### src/rtl/resp_pack_pkg.sv
//-----------------------------------------------------------------------------
// +-------------------------------------------------------------------------+
// | Package   : resp_pkg                                                    |
// | Purpose   : Shared sizes and state encoding for the response packer.    |
// | Revision  : 1.0 - initial release                                       |
// +-------------------------------------------------------------------------+
//-----------------------------------------------------------------------------
`default_nettype none

package resp_pkg;

   localparam int WORD_W     = 32;
   localparam int LINE_WORDS = 8;   // must be a power of two
   localparam int IDX_W      = 3;   // log2(LINE_WORDS)
   localparam int LINE_W     = WORD_W * LINE_WORDS;

   typedef enum logic [1:0] {
      IDLE = 2'b00,
      FILL = 2'b01,
      FULL = 2'b10
   } state_e;

endpackage

`default_nettype wire

### src/rtl/resp_pack_word_ins.sv
//-----------------------------------------------------------------------------
// +-------------------------------------------------------------------------+
// | Module    : resp_word_ins                                               |
// | Purpose   : Combinational insertion of one word into a line at an index,|
// |             gated by a write enable. Other slots pass through.          |
// | Revision  : 1.0 - initial release                                       |
// +-------------------------------------------------------------------------+
//-----------------------------------------------------------------------------
`default_nettype none

module resp_word_ins
   import resp_pkg::*;
(
   input  logic [LINE_W-1:0] line_i,
   input  logic [WORD_W-1:0] word_i,
   input  logic [IDX_W-1:0]  idx_i,
   input  logic              we_i,
   output logic [LINE_W-1:0] line_o
);

   // One mux per slot: replace only the addressed slot when writing.
   for (genvar k = 0; k < LINE_WORDS; k++) begin : g_slot
      assign line_o[k*WORD_W +: WORD_W] =
         (we_i && (idx_i == IDX_W'(k))) ? word_i : line_i[k*WORD_W +: WORD_W];
   end

endmodule

`default_nettype wire

### src/rtl/resp_pack.sv
//-----------------------------------------------------------------------------
// +-------------------------------------------------------------------------+
// | Module    : resp_pack                                                   |
// | Purpose   : Packs a stream of 32-bit response words into 256-bit lines  |
// |             with valid/ready handshakes on both sides. An early in_last |
// |             closes a short line; unfilled slots read zero.              |
// | Options   : RESP_PACK_STALL_CNT_EN adds a saturating 16-bit stall_cnt   |
// |             output counting cycles with out_vld && !out_rdy.            |
// | Revision  : 1.0 - initial release                                       |
// +-------------------------------------------------------------------------+
//-----------------------------------------------------------------------------
`default_nettype none

module resp_pack
   import resp_pkg::*;
(
   input  logic              clk,
   input  logic              rst,
   input  logic              in_vld,
   output logic              in_rdy,
   input  logic [WORD_W-1:0] in_data,
   input  logic              in_last,
   output logic              out_vld,
   input  logic              out_rdy,
   output logic [LINE_W-1:0] out_data,
`ifdef RESP_PACK_STALL_CNT_EN
   output logic [15:0]       stall_cnt,
`endif
   output logic [IDX_W:0]    out_cnt
);

   state_e              state_q;
   logic [IDX_W-1:0]    idx_q;
   logic [LINE_W-1:0]   line_q;
   logic [LINE_W-1:0]   line_d;
   logic                out_vld_q;
   logic [IDX_W:0]      out_cnt_q;
   logic                w_xfer;
   logic                w_close;

   // A held line blocks the input; there is no bypass while FULL drains.
   assign in_rdy  = (state_q != FULL) && !rst;
   assign w_xfer  = in_vld && in_rdy;
   assign w_close = (idx_q == IDX_W'(LINE_WORDS - 1)) || in_last;

   resp_word_ins u_ins (
      .line_i (line_q),
      .word_i (in_data),
      .idx_i  (idx_q),
      .we_i   (w_xfer),
      .line_o (line_d)
   );

   // Fill/hold/drain state machine with registered line, valid and count.
   always_ff @(posedge clk) begin
      if (rst) begin
         state_q   <= IDLE;
         idx_q     <= '0;
         line_q    <= '0;
         out_vld_q <= 1'b0;
         out_cnt_q <= '0;
      end else begin
         case (state_q)
            IDLE, FILL: begin
               if (w_xfer) begin
                  line_q <= line_d;
                  if (w_close) begin
                     state_q   <= FULL;
                     out_vld_q <= 1'b1;
                     out_cnt_q <= {1'b0, idx_q} + (IDX_W+1)'(1);
                  end else begin
                     state_q <= FILL;
                     idx_q   <= idx_q + IDX_W'(1);
                  end
               end
            end
            FULL: begin
               if (out_rdy) begin
                  state_q   <= IDLE;
                  idx_q     <= '0;
                  line_q    <= '0;
                  out_vld_q <= 1'b0;
                  out_cnt_q <= '0;
               end
            end
            default: begin
               state_q   <= IDLE;
               idx_q     <= '0;
               line_q    <= '0;
               out_vld_q <= 1'b0;
               out_cnt_q <= '0;
            end
         endcase
      end
   end

   assign out_vld  = out_vld_q;
   assign out_data = line_q;
   assign out_cnt  = out_cnt_q;

`ifdef RESP_PACK_STALL_CNT_EN
   logic [15:0] stall_q;

   // Count consumer back-pressure cycles, saturating at all-ones.
   always_ff @(posedge clk) begin
      if (rst) begin
         stall_q <= '0;
      end else if (out_vld_q && !out_rdy && (stall_q != 16'hFFFF)) begin
         stall_q <= stall_q + 16'd1;
      end
   end

   assign stall_cnt = stall_q;
`endif

endmodule

`default_nettype wire
### config.mk
export PLATFORM = sky130hd
export DESIGN_NAME = resp_pack
export DESIGN_NICKNAME = d
export VERILOG_FILES = /design/src/rtl/resp_pack_pkg.sv /design/src/rtl/resp_pack_word_ins.sv /design/src/rtl/resp_pack.sv
export SDC_FILE = /design/constraint.sdc
export NUM_CORES = 1
export LEC_CHECK = 0
export CELL_PAD_IN_SITES_DETAIL_PLACEMENT = 2
export CELL_PAD_IN_SITES_GLOBAL_PLACEMENT = 2
export CORE_ASPECT_RATIO = 0.75
export CORE_MARGIN = 2
export CORE_UTILIZATION = 31
export DETAILED_ROUTE_END_ITERATION = 16
export HOLD_SLACK_MARGIN = 0.03
export PLACE_DENSITY = 0.84
export REMOVE_ABC_BUFFERS = 1
export SYNTH_ARGS = -nofsm -noshare
export SYNTH_HDL_FRONTEND = slang
export SYNTH_HIERARCHICAL = 1
export SYNTH_SLANG_ARGS = --single-unit
export TNS_END_PERCENT = 30
### constraint.sdc
create_clock -name clk -period 2.6 [get_ports clk]
set_clock_uncertainty 0.05 [all_clocks]
set_input_delay 0.39 -clock clk [delete_from_list [all_inputs] [get_ports clk]]
set_output_delay 0.39 -clock clk [all_outputs]
set_load 0.005 [all_outputs]
-- After elaboration in Yosys (flattened, before gate mapping)
Index checks and enable logic that the tools add are counted.
- register bits after elaboration: 266
- bits of input ports: 37
- output and inout port bits: 262
- word-level logic and storage cells: 89
- add/sub/neg operators: 2
- equal/unequal tests: 22
- multiplexer cells: 27
- reductions and logical operators: 26
- operators by type and width (operator ; count):
    256-bit 2-to-1 mux ; 2
    256-bit one-hot mux with 2 select lines ; 1
    32-bit 2-to-1 mux ; 8
    3-bit AND reduction ; 10
    2-bit by 1-bit inequality test with 1-bit output, second input constant ; 9
    3-bit equality test, second input constant ; 4
    4-bit 2-to-1 mux ; 3
    1-bit logical AND ; 10
    3-bit 2-to-1 mux ; 3
    2-bit inequality test, second input constant ; 4
    4-bit one-hot mux with 2 select lines ; 1
    3-bit by 2-bit equality test with 1-bit output, second input constant ; 2
    2-bit 2-to-1 mux ; 3
    3-bit one-hot mux with 2 select lines ; 1
    3-bit by 1-bit adder with 4-bit output, second input constant ; 1
    2-bit one-hot mux with 2 select lines ; 1
    3-bit by 1-bit adder with 3-bit output, second input constant ; 1
    3-bit by 1-bit equality test with 1-bit output, second input constant ; 1
    3-bit logical NOT ; 1
    1-bit 2-to-1 mux ; 3
    2-bit by 1-bit equality test with 1-bit output, second input constant ; 1
    2-bit equality test, second input constant ; 1
    2-bit logical NOT ; 1
    1-bit one-hot mux with 2 select lines ; 1
    other kinds (4) ; 4

-- Depth between registers and ports, before layout
Gate-level depths: netlist of the first run.
- depth in word-level cells: 7
- gate-level depth with buffers: 12

-- Modules after synthesis
Netlist of the first run, hierarchy kept.
- by module, submodules not included (module ; times used ; cells an instance ; area each (sq um) ; sequential area each (sq um)):
    resp_pack ; 1 ; 1189 ; 10271.1 ; 5325.1
    resp_word_ins ; 1 ; 295 ; 3209.3 ; 0.0

-- Worst setup path after synthesis of the first run
Ideal clock, no wire load.
- kind: reg2reg
- start point: reg state_q[1]
- end point: reg line_q[214], in the netlist out_data[214]
- library setup time: 128 ps
- arrival time: 2170 ps
- slack: 253 ps
- stages on the path, launching flop included: 13
- buffers on the path: 4
- clock period less this slack: 2347 ps
- cells stage by stage: dfxtp_1 -> buf_2 -> clkbuf_1 -> nor2b_1 -> nor2_1 -> buf_2 -> nand4b_1 -> buf_2 -> mux2_2 -> mux2i_1 -> nor2_1 -> a31oi_1 -> nor2_1
- longest elaborated chain between the ends: 6
- elaborated cells between the ends (all ways): 13
- RTL lines (item ; RTL line ; source):
    start: declaration ; resp_pack.sv:32 ; state_e state_q;
    start signal: assignment ; resp_pack.sv:57 ; state_q <= IDLE;
    start signal: assignment ; resp_pack.sv:68 ; state_q <= FULL;
    start signal: assignment ; resp_pack.sv:72 ; state_q <= FILL;
    2-bit inequality test * ; resp_pack.sv:42 ; assign in_rdy = (state_q != FULL) && !rst;
    1-bit logical AND * ; resp_pack.sv:42 ;
    1-bit logical AND * ; resp_pack.sv:43 ; assign w_xfer = in_vld && in_rdy;
    net w_xfer ; resp_pack.sv:38 ; logic w_xfer;
    1-bit logical AND ; resp_pack_word_ins.sv:24 ; (we_i && (idx_i == IDX_W'(k))) ? word_i : line_i[k*WORD_W +: WORD_W];
    2-bit by 1-bit inequality test with 1-bit output (no line) ; n/a ;
    3-bit AND reduction (no line) * ; n/a ;
    end signal: assignment ; resp_pack.sv:66 ; line_q <= line_d;
    end: declaration ; resp_pack.sv:34 ; logic [LINE_W-1:0] line_q;
Mark *: on every way through the listed nets, which the timed path passes. The rest lies on a longest branch.
A chain may end at the register's enable or synchronous reset.

-- Worst setup path in the final report of the first run
- start point: reg state_q[1]
- end point: reg line_q[235], in the netlist out_data[235]
- longest elaborated chain between the ends: 6
- elaborated cells between the ends (all ways): 13
- RTL lines (item ; RTL line):
    2-bit inequality test ; resp_pack.sv:42
    1-bit logical AND ; resp_pack.sv:42
    1-bit logical AND ; resp_pack.sv:43
    1-bit logical AND ; resp_pack_word_ins.sv:24
    2-bit by 1-bit inequality test with 1-bit output (no line) ; n/a
    3-bit AND reduction (no line) ; n/a
Several ways; a longest one is shown, not always the timed one.

==> Flow_metrics.wiki, run 1 <==
{| class="wikitable"
! Metric !! Value
|-
| Sinks on the clock net || 266
|-
| First-pass GRT wire length || about 80000 µm
|-
| Clock insertion delay at the later pin of the skew report || roughly 0.57 ns
|-
| Vias in the first global route || about 13000
|-
| Detailed placement HPWL || 33400 µm
|-
| Count of filler cells inserted in the layout || roughly 4700
|-
| Number of buffers added to fix hold violations after cts || 0
|-
| Clk buf depth || 3
|-
| Final max-slew violation count || 0
|-
| Total length of routed met2 wires || 25900 µm
|-
| Gr usage total || 0.223
|-
| Number of setup violations in the final report || 0
|-
| Yosys warning count || 6
|-
| Cell with the biggest individual delay on the critical path || sky130_fd_sc_hd__dfxtp_4
|-
| Synth Register Bits || around 270
|-
| Core outline area || around 43000 µm²
|-
| Xor and xnor area share after synthesis || 0.000650
|-
| Leading post-synthesis cells by cell area || sky130_fd_sc_hd__dfxtp_1 (40%), sky130_fd_sc_hd__mux2_2 (20%), sky130_fd_sc_hd__nand3b_1 (14%)
|-
| Worst Hold Margin || 0.398 ns
|-
| Met1 Routed Length || roughly 23000 µm
|-
| TritonCTS clock tree || done
|-
| Largest fanout on the critical path || 96
|-
| Clock input transition at the sequential cells of the worst setup and hold paths || about 0.060 ns
|-
| Worst Path Class, Setup || register to register
|-
| Number of top-level design ports || ~300
|-
| Via count || around 12000
|-
| Count of buffer and inverter cells on the critical path || 3
|-
| Average routed wire per standard cell || approximately 23 µm
|-
| Number of diodes || 0
|-
| Crit. End Element || register
|-
| Top cell types by occurrence after synthesis || sky130_fd_sc_hd__dfxtp_1 (266), sky130_fd_sc_hd__a21oi_1 (257), sky130_fd_sc_hd__nand2_1 (257)
|-
| Critical path startpoint category || register
|-
| Number of port buffers || 298
|-
| Cell area after technology mapping || 13500 µm²
|-
| Antenna violations before repair || 0
|-
| Final global-route overflow total || 0
|-
| WL final || approximately 53000 µm
|-
| Total number of placement rows || 66
|-
| Root Driver || sky130_fd_sc_hd__clkbuf_16
|-
| RSZ-0062 raised after global routing || no
|-
| Simple-gate share of the synthesized area || 0.229
|-
| Cell Chain, Critical Path || buf_16 -> mux2i_4 -> buf_4 -> buf_4 -> nand3b_1 -> a21oi_1
|-
| Share of final-layout standard cells stronger than drive strength 1 || 0.191
|-
| Final worst path period need || between 2 and 2.5 ns
|-
| Post-synthesis sequential area ratio || 0.395
|-
| Slew margin rel. || 0.381
|-
| F_max || between 400 and 500 MHz
|-
| Area grow syn2layout || 33.4%
|-
| Area share of the leading cell type in the synthesized netlist || 0.395
|-
| Non-Filler Instances || about 2300
|-
| Delay-heaviest family, CP || buffers and inverters
|-
| Largest net degree at the start of global routing || 192
|-
| Most instantiated flip-flop cell in the synthesis netlist || sky130_fd_sc_hd__dfxtp_1
|-
| Final-report hold violation count || 0
|-
| Avg Synthesized Cell Area || ~9.1 µm²
|-
| Areal power density over the cells || about 510 nW/µm²
|-
| Nets || about 1800
|-
| Worst-margin pin slew || just over 0.9 ns
|-
| Combinational family with the most area after synthesis || simple AND/OR/NAND/NOR gates
|-
| Ratio of routed vias to standard cells || around 5.3
|-
| Max-capacitance violation count || 0
|-
| Die outline area || about 45000 µm²
|-
| Worst stage delay on the critical path || 0.41 ns
|-
| Most repeated cell in the gate-level netlist after synthesis || sky130_fd_sc_hd__dfxtp_1
|-
| Met3 WL post-DR || between 2000 and 3000 µm
|-
| Remaining number of nets flagged by the antenna check after routing || 0
|-
| Final weighted congestion of routability-driven global placement || around 0.73
|-
| Cell type with the highest occurrence count on the critical path || sky130_fd_sc_hd__buf_4
|-
| Post-synthesis compound-gate area fraction || 0.101
|-
| H-tree lvl count || 1
|-
| Result of the run || finished, final reports clean
|-
| Horizontal die dimension || 245 µm
|-
| Data arrival time of the critical path || ~2.8 ns
|-
| Count of flip-flops with a built-in enable after synthesis || 0
|-
| Adder-cell area share of the yosys netlist || 0.00186
|-
| Syn Inst Count || 1484
|-
| Post-placement worst setup slack || -0.0256 ns
|-
| Die extent in y || approximately 180 µm
|-
| Starting density of the core || 0.313
|-
| Proportion of synthesized area in mux cells || 0.217
|-
| Detailed router's first-iteration violation count || 491
|-
| Required time reported for the critical path endpoint || around 3.0 ns
|-
| Count of placed standard cells including taps || ~2300
|-
| Drt pass-1 iters || 6
|-
| Share of the clock period used by the worst path || 0.899
|-
| Ys async rst share || 0
|-
| Leakage power of the design || roughly 0.006 µW
|-
| Synth area leader || sky130_fd_sc_hd__dfxtp_1
|-
| DRC violation count after routing || 0
|-
| Peak ir drop on the vdd network || approximately 0.47 mV
|-
| Synth cell types || 34
|-
| TritonCTS buffer count || 31
|-
| Hold WC Path Type || input pin to register
|-
| Top routing layer in use || met4
|-
| Final WS setup || ~0.26 ns
|}
==> cell families (layout without fill, tap and decap cells) <==
logic type | Yosys count | in the layout
and+or+nand+nor | 541 | 541
buffers and inverters | 147 | 392
xor gates and xnor gates | 1 | 1
AOI/OAI and AO/OA | 268 | 268
muxes | 259 | 259
DFF | 266 | 266
adders and majority gates | 2 | 2
==> registers in the layout, summed over array words and instances, names as in the netlist <==
signal,cells
idx_q,3
out_data,256
out_cnt,4
out_vld,1
state_q,2
==> timing repair <==
item,CTS,global route
gates resized for setup,0,1
endpoints found under the setup margin,0,1
buffers inserted,0,0
==> metal layers <==
metal | track usage | vias to the layer above
met5 | 0 | -
met4 | 0.0417 | 0
met3 | 0.0562 | 60
met2 | 0.393 | 235
met1 | 0.275 | 6204
li1 | - | 5643
==> worst min-delay path, cell delays in order <==
cell and delay (ns):
sky130_fd_sc_hd__clkbuf_8 0.13, sky130_fd_sc_hd__buf_4 0.28, sky130_fd_sc_hd__a21oi_1 0.17
==> layout make-up <==
| class | instances | area [µm²] | area share |
|---|---|---|---|
| tap | 578 | 723 | 0.0402 |
| inverter | 1 | 3.75 | 0.000209 |
| clock buffer | 46 | 862 | 0.0479 |
| sequential | 266 | 5330 | 0.296 |
| clock inverter | 2 | 38.8 | 0.00216 |
| timing repair buffer | 343 | 3590 | 0.199 |
| multi-input combinational | 1071 | 7440 | 0.414 |
==> final timing paths <==
kind | from | end | slack [ns] | cells past startpoint
max | state_q[1] | out_data[235] | 0.26 | 6
min | rst | out_data[55] | 0.40 | 3
max reg2reg | state_q[1] | out_data[235] | 0.26 | 6
min reg2reg | out_data[111] | out_data[111] | 0.41 | 2
==> power by group <==
| part | internal (µW) | switching (µW) | leakage (µW) |
|---|---|---|---|
| registers | 4100 | 33.6 | 0.00214 |
| logic | 347 | 560 | 0.00357 |
| clock network | 2340 | 1780 | 0.000436 |
| total | 6800 | 2370 | 0.00615 |
==> placed cells by master (no fill, tap or decap), types with 2 or more instances in the layout <==
cell	n
sky130_fd_sc_hd__buf_4	25
sky130_fd_sc_hd__nand4b_1	4
sky130_fd_sc_hd__nor2b_1	2
sky130_fd_sc_hd__o21ai_0	2
sky130_fd_sc_hd__nor2_1	10
sky130_fd_sc_hd__nand2_1	257
sky130_fd_sc_hd__and4bb_2	2
sky130_fd_sc_hd__clkbuf_1	12
sky130_fd_sc_hd__clkbuf_8	4
sky130_fd_sc_hd__clkbuf_16	32
sky130_fd_sc_hd__a22o_1	4
sky130_fd_sc_hd__dfxtp_1	265
sky130_fd_sc_hd__mux2_2	241
sky130_fd_sc_hd__a31oi_1	2
sky130_fd_sc_hd__nor3b_1	2
sky130_fd_sc_hd__buf_12	18
sky130_fd_sc_hd__clkdlybuf4s50_1	297
sky130_fd_sc_hd__nand3b_1	256
sky130_fd_sc_hd__mux2_1	15
sky130_fd_sc_hd__a21oi_1	257
sky130_fd_sc_hd__ha_1	2
==> per-stage QoR <==
step | util | power (µW) | area [µm²] | setup TNS, ns
after detailed placement | 0.396 | 5130 | 17000 | -0.178
after global placement | 0.396 | 5110 | 17000 | 0
after CTS | 0.416 | 9280 | 17900 | 0
after global routing | 0.417 | 9520 | 18000 | 0
after floorplan | - | 4600 | 12700 | -1158.40
final | 0.417 | 9170 | 18000 | 0
Note: power is estimated with default switching activity, not from simulation.
==> inputs of run 2 (changes only) <==
==> constraint.sdc (replaced) <==
create_clock -name clk -period 2.6 [get_ports clk]
set_clock_uncertainty 0.05 [all_clocks]
set_input_delay 0.78 -clock clk [delete_from_list [all_inputs] [get_ports clk]]
set_output_delay 0.78 -clock clk [all_outputs]
set_load 0.005 [all_outputs]
==> Flow_metrics.wiki, run 2 (synthesized netlist as in run 1, its figures left out) <==
{| class="wikitable"
! Metric !! Value
|-
| Die outline area || 45200 µm² (unchanged)
|-
| Sinks on the clock net || 266 (unchanged)
|-
| Clk network pwr share || 0.480 (+0.030)
|-
| Gr usage total || 0.224 (+0.00166)
|-
| Hold WC Path Type || register to register
|-
| Final max-slew violation count || 0 (unchanged)
|-
| TritonCTS buffer count || 31 (unchanged)
|-
| Share of final-layout standard cells stronger than drive strength 1 || 0.203 (+0.0119)
|-
| Power dissipated by switching net loads || 2480 µW (+4.3%)
|-
| TritonCTS clock tree || done
|-
| Post-placement worst setup slack || -0.508 ns (-0.483 ns)
|-
| Largest net degree at the start of global routing || 269 (+40%)
|-
| Clock insertion delay at the later pin of the skew report || 0.57 ns (about the same)
|-
| Average routed wire per standard cell || 22.6 µm (-0.73%)
|-
| Critical path startpoint category || input pin
|-
| Via count || 12200 (+0.39%)
|-
| Worst Path Class, Setup || input pin to output pin
|-
| F_max || 393 MHz (-8.1%)
|-
| Number of top-level design ports || 299 (unchanged)
|-
| WL final || 52600 µm (about the same)
|-
| Switching power share of the total || 0.254 (-0.00515)
|-
| First-pass GRT wire length || 80200 µm (+0.64%)
|-
| Total number of placement rows || 66 (unchanged)
|-
| Die extent in y || 185 µm (unchanged)
|-
| Slew margin rel. || 0.0924 (-0.288)
|-
| Ratio of routed vias to standard cells || 5.24 (-0.35%)
|-
| Nets || 1761 (+0.46%)
|-
| Share of the clock period used by the worst path || 0.979 (+0.0793)
|-
| Areal power density over the cells || 534 nW/µm² (+4.7%)
|-
| Detailed placement HPWL || 33700 µm (+0.74%)
|-
| Number of flip-flops in the largest register || 256 (unchanged)
|-
| Final weighted congestion of routability-driven global placement || 0.730 (+0.26%)
|-
| Detailed router's first-iteration violation count || 577 (+18%)
|-
| Top library cells by usage in the layout, fill and taps aside || sky130_fd_sc_hd__clkdlybuf4s50_1 (296), sky130_fd_sc_hd__dfxtp_1 (265), sky130_fd_sc_hd__nand2_1 (257), sky130_fd_sc_hd__a21oi_1 (257), sky130_fd_sc_hd__nand3b_1 (256)
|-
| Count of filler cells inserted in the layout || 4620 (-1.4%)
|-
| Final core utilization || 0.424 (+0.00679)
|-
| RSZ-0062 raised after global routing || no
|-
| Sequential group share of total power || 0.424 (-0.027)
|-
| Result of the run || finished, final reports clean
|-
| Final-report hold violation count || 0 (unchanged)
|-
| Max-capacitance violation count || 0 (unchanged)
|-
| Largest fanout on the critical path || 3 (-97%)
|-
| Clock input transition at the sequential cells of the worst setup and hold paths || 0.06 ns (about the same)
|-
| Core outline area || 43100 µm² (unchanged)
|-
| Final WS setup || 0.0555 ns (-0.206 ns)
|-
| Final global-route overflow total || 0 (unchanged)
|-
| Number of setup violations in the final report || 0 (unchanged)
|-
| Area occupied by multi-input gates || 7440 µm² (unchanged)
|-
| Drt pass-1 iters || 5 (-1)
|-
| H-tree lvl count || 1 (unchanged)
|-
| Horizontal die dimension || 245 µm (unchanged)
|-
| Antenna violations before repair || 0 (unchanged)
|-
| Remaining number of nets flagged by the antenna check after routing || 0 (unchanged)
|-
| Worst-margin pin slew || 1.36 ns (+0.433 ns)
|-
| Storage cell area || 5330 µm² (unchanged)
|-
| Required time reported for the critical path endpoint || 1.77 ns (-1.24 ns)
|-
| Most common library cell in the layout ignoring fill and taps || sky130_fd_sc_hd__clkdlybuf4s50_1
|-
| Int Power || 7280 µW (+7.1%)
|-
| Number of port buffers || 298 (unchanged)
|-
| Peak ir drop on the vdd network || 0.465 mV (-1.1%)
|-
| Logic gate share of total power || 0.096 (-0.003)
|-
| Crit. End Element || output pin
|-
| DRC violation count after routing || 0 (unchanged)
|-
| Starting density of the core || 0.313 (unchanged)
|-
| Number of diodes || 0 (unchanged)
|-
| Data arrival time of the critical path || 1.71 ns (-1.04 ns)
|-
| Root Driver || sky130_fd_sc_hd__clkbuf_16
|-
| Area grow syn2layout || 35.6%
|-
| Vias in the first global route || 13300 (-0.0075%)
|-
| Final worst path period need || 2.54 ns (+0.206 ns)
|-
| Clk buf depth || 3 (unchanged)
|-
| Leakage power of the design || 0.00631 µW (+2.6%)
|-
| Setup slack of the most critical reg-to-reg path || 0.29 ns (+0.03 ns)
|}
-- run 2: changes by cell type in the layout (fill, tap and decap cells not counted), moves of 3 or more --
cell                       before  now
sky130_fd_sc_hd__clkbuf_1      12    5
sky130_fd_sc_hd__clkinv_2       0    3
sky130_fd_sc_hd__buf_4         25   28
sky130_fd_sc_hd__buf_12        18   22
sky130_fd_sc_hd__clkbuf_8       4   14
-- run 2: power groups by stage --
| stage | combinational [µW] | clock [µW] | sequential (µW) |
|---|---|---|---|
| 2_1_floorplan | 358 | 0 | 4240 |
| 3_3_place_gp | 918 | 0 | 4220 |
| 3_5_place_dp | 935 | 0 | 4220 |
| 4_1_cts | 938 | 4780 | 4130 |
| 5_1_grt | 1000 | 4990 | 4140 |
| 6_report | 938 | 4680 | 4130 |
-- run 2: final cells by class --
type,count,share of cell area
clock buffer,50,0.0546
tap,578,0.0396
timing repair buffer,351,0.202
sequential,266,0.292
inverter,1,0.000205
clock inverter,7,0.00500
multi-input combinational,1071,0.407
-- run 2: final timing paths --
kind	from	end	cells after the start
worst max-delay path	rst	in_rdy	4
worst min-delay path	out_data[223]	out_data[223]	2
worst max register to register	state_q[1]	out_cnt[2]	4
worst min register to register	out_data[223]	out_data[223]	2
-- run 2: stage by stage --
step / power, µW / hold slack, ns / std cells / cell area, µm² / TNS, ns
CTS: 9850 / 0.419 / 2322 / 18200 / 0
floorplan: 4600 / 0.401 / 1338 / 12700 / -1158.79
global route: 10100 / 0.444 / 2324 / 18300 / 0
finish: 9750 / 0.415 / 2324 / 18300 / 0
detailed placement: 5160 / 0.409 / 2265 / 17200 / -90.55
global placement: 5140 / 0.397 / 2265 / 17200 / -65.94
-- run 2: critical path: stages --
cell,delay (ns)
sky130_fd_sc_hd__clkbuf_8,0.15
sky130_fd_sc_hd__buf_4,0.15
sky130_fd_sc_hd__nor2_1,0.11
sky130_fd_sc_hd__clkdlybuf4s50_1,0.52
-- run 2: what timing repair did --
action / in CTS / in global routing
hold buffers: 0 / 0
endpoints found under the hold margin: 0 / 0
endpoints found under the setup margin: 0 / 30
gates resized for setup: 0 / 4
setup buffers: 0 / 1
-- run 2: metal layers --
layer | up-vias | track usage | share of wire
met5 | - | 0 | 0
met1 | 6204 | 0.280 | 0.44
li1 | 5681 | - | -
met3 | 64 | 0.0619 | 0.059
met2 | 240 | 0.386 | 0.48
met4 | 0 | 0.0485 | 0.020
==> inputs of run 3 (changes only) <==
Settings changed: CORE_UTILIZATION 31 to 32, CTS_BUF_LIST from default to sky130_fd_sc_hd__clkbuf_8, PLACE_DENSITY 0.84 to 0.87.
==> Flow_metrics.wiki, run 3 (synthesized netlist as in run 1, its figures left out) <==
{| class="wikitable"
! Metric !! Value
|-
| TritonCTS clock tree || done
|-
| Starting density of the core || 0.322 (+0.00975)
|-
| Remaining number of nets flagged by the antenna check after routing || 0 (unchanged)
|-
| Crit. End Element || register
|-
| WL final || 53700 µm (+2.0%)
|-
| Number of port buffers || 298 (unchanged)
|-
| Critical path capture point || out_data[65]
|-
| Ratio of routed vias to standard cells || 5.31 (+1.3%)
|-
| Average routed wire per standard cell || 22.9 µm (+1.0%)
|-
| Clock insertion delay at the later pin of the skew report || 0.59 ns (+0.02 ns)
|-
| TritonCTS buffer count || 47 (+52%)
|-
| Detailed placement HPWL || 33900 µm (+0.68%)
|-
| Vias in the first global route || 13900 (+4.8%)
|-
| Die outline area || 43800 µm² (-3.1%)
|-
| Fraction of met2 tracks used by global routing || 0.404 (+0.0188)
|-
| Post-CTS Setup Bufs || 0 (unchanged)
|-
| Share of the clock period used by the worst path || 0.941 (-0.0381)
|-
| First-pass GRT wire length || 82500 µm (+2.9%)
|-
| Met1 global-route usage || 0.296 (+0.0170)
|-
| Most common library cell in the layout ignoring fill and taps || sky130_fd_sc_hd__clkdlybuf4s50_1
|-
| Number of setup violations in the final report || 0 (unchanged)
|-
| Worst Path Class, Setup || input pin to register
|-
| Number of top-level design ports || 299 (unchanged)
|-
| Number of flip-flops in the largest register || 256 (unchanged)
|-
| H-tree lvl count || 2 (+1)
|-
| Antenna violations before repair || 0 (unchanged)
|-
| DRC violation count after routing || 0 (unchanged)
|-
| Result of the run || finished, final reports clean
|-
| Data arrival time of the critical path || 2.80 ns (+1.09 ns)
|-
| Nets || 1783 (+1.2%)
|-
| Most Used Layer, Global Route || met2
|-
| Area grow syn2layout || 34.8%
|-
| Final max-slew violation count || 0 (unchanged)
|-
| Area occupied by multi-input gates || 7440 µm² (about the same)
|-
| Max-capacitance violation count || 0 (unchanged)
|-
| Horizontal die dimension || 241 µm (-1.5%)
|-
| Gr usage total || 0.240 (+0.0158)
|-
| Count of filler cells inserted in the layout || 4501 (-2.6%)
|-
| Drt pass-1 iters || 4 (-1)
|-
| Leakage power of the design || 0.00636 µW (+0.72%)
|-
| Final-report hold violation count || 0 (unchanged)
|-
| Beginning of the worst register-to-register path || state_q[1]
|-
| Areal power density over the cells || 499 nW/µm² (-6.6%)
|-
| Required time reported for the critical path endpoint || 2.95 ns (+1.18 ns)
|-
| Critical path startpoint || in_vld
|-
| Cell with the biggest individual delay on the critical path || sky130_fd_sc_hd__clkdlybuf4s50_1
|-
| Final core utilization || 0.435 (+0.0108)
|-
| Detailed router's first-iteration violation count || 557 (-3.5%)
|-
| Clk buf depth || 3 (unchanged)
|-
| Share of final-layout standard cells stronger than drive strength 1 || 0.212 (+0.00917)
|-
| Largest fanout on the critical path || 9 (+6)
|-
| Peak ir drop on the vdd network || 0.325 mV (-30%)
|-
| Root Driver || sky130_fd_sc_hd__clkbuf_8
|-
| Die extent in y || 182 µm (-1.5%)
|-
| Worst Hold Margin || 0.416 ns (+0.000901 ns)
|-
| Critical path startpoint category || input pin
|-
| Final global-route overflow total || 0 (unchanged)
|-
| Top library cells by usage in the layout, fill and taps aside || sky130_fd_sc_hd__clkdlybuf4s50_1 (296), sky130_fd_sc_hd__dfxtp_1 (265), sky130_fd_sc_hd__nand2_1 (257), sky130_fd_sc_hd__a21oi_1 (257), sky130_fd_sc_hd__nand3b_1 (256)
|-
| Clock input transition at the sequential cells of the worst setup and hold paths || 0.06 ns (about the same)
|-
| Reg-to-Reg End || out_data[239]
|-
| Slew margin rel. || 0.288 (+0.196)
|-
| Worst stage delay on the critical path || 0.47 ns (-0.05 ns)
|-
| Largest net degree at the start of global routing || 253 (-5.9%)
|-
| Sinks on the clock net || 266 (unchanged)
|-
| Worst R2R Path Depth || 8 (+4)
|-
| Setup slack of the most critical reg-to-reg path || 0.37 ns (+0.08 ns)
|-
| Total number of placement rows || 65 (-1.5%)
|-
| Worst-margin pin slew || 1.07 ns (-0.294 ns)
|-
| F_max || 409 MHz (+4.1%)
|-
| Met3 track utilization from global routing || 0.0649 (+0.00303)
|-
| Core outline area || 41800 µm² (-3.0%)
|-
| Number of diodes || 0 (unchanged)
|-
| Final weighted congestion of routability-driven global placement || 0.751 (+2.9%)
|-
| Final worst path period need || 2.45 ns (-0.0992 ns)
|-
| Via count || 12500 (+2.3%)
|-
| Cell Chain, Critical Path || clkdlybuf4s50_1 -> nand2b_1 -> nor2_2 -> buf_4 -> and4bb_2 -> buf_12 -> mux2_2 -> nand3b_1 -> a21oi_1
|-
| RSZ-0062 raised after global routing || no
|-
| Hold WC Path Type || register to register
|-
| Storage cell area || 5330 µm² (unchanged)
|}
-- run 3: how the worst min path moves through the flow --
stage / from / slack, ns / cells past startpoint / to
after floorplan: out_data[142] / 0.40 / 2 / out_data[142]
after global placement: out_data[241] / 0.40 / 2 / out_data[241]
after detailed placement: out_vld / 0.40 / 1 / out_vld
after CTS: out_data[220] / 0.42 / 2 / out_data[220]
after global routing: out_data[133] / 0.44 / 2 / out_data[133]
final: out_data[101] / 0.42 / 2 / out_data[101]
-- run 3: through the flow --
| step | cells | worst slack, ns | total power (µW) | setup TNS [ns] | cell area [µm²] |
|---|---|---|---|---|---|
| finish | 2348 | 0.155 | 9060 | 0 | 18200 |
| CTS | 2348 | 0.115 | 9180 | 0 | 18200 |
| detailed placement | 2264 | -0.486 | 5170 | -88.42 | 17200 |
| global placement | 2264 | -0.389 | 5150 | -74.65 | 17200 |
| floorplan | 1338 | -5.00 | 4600 | -1158.79 | 12700 |
| global route | 2348 | 0.0768 | 9460 | 0 | 18200 |
-- run 3: power by group --
group	internal, µW	switching [µW]	total [µW]
sequential	4100	33.3	4140
clock	2120	1860	3980
combinational	375	568	943
-- run 3: cell type report --
cell class	instances	share of cell area
repair buffers	357	0.206
inverters	1	0.000207
multi-input cells	1071	0.410
flip-flops and latches	266	0.293
clock inverters	22	0.00503
well taps	569	0.0392
clock buffers	62	0.0470
-- run 3: per-layer routing --
metal	vias to the layer above	wire, µm	part of all wire
met5	-	0	0
met4	0	1470	0.027
met3	100	3400	0.063
met2	320	25900	0.48
met1	6320	22900	0.43
li1	5731	-	-
-- run 3: critical path, delay by kind of cell --
| kind | cells | cell delay (ns) |
|---|---|---|
| compound gates | 1 | 0.09 |
| simple gates | 4 | 0.75 |
| buf+inv | 3 | 0.81 |
| mux | 1 | 0.36 |
-- run 3: timing repair --
action | 4_1_cts | 5_1_grt
gates resized for setup | 2 | 1
endpoints found under the setup margin | 1 | 1
pin swaps | 1 | 0
hold buffers | 0 | 0
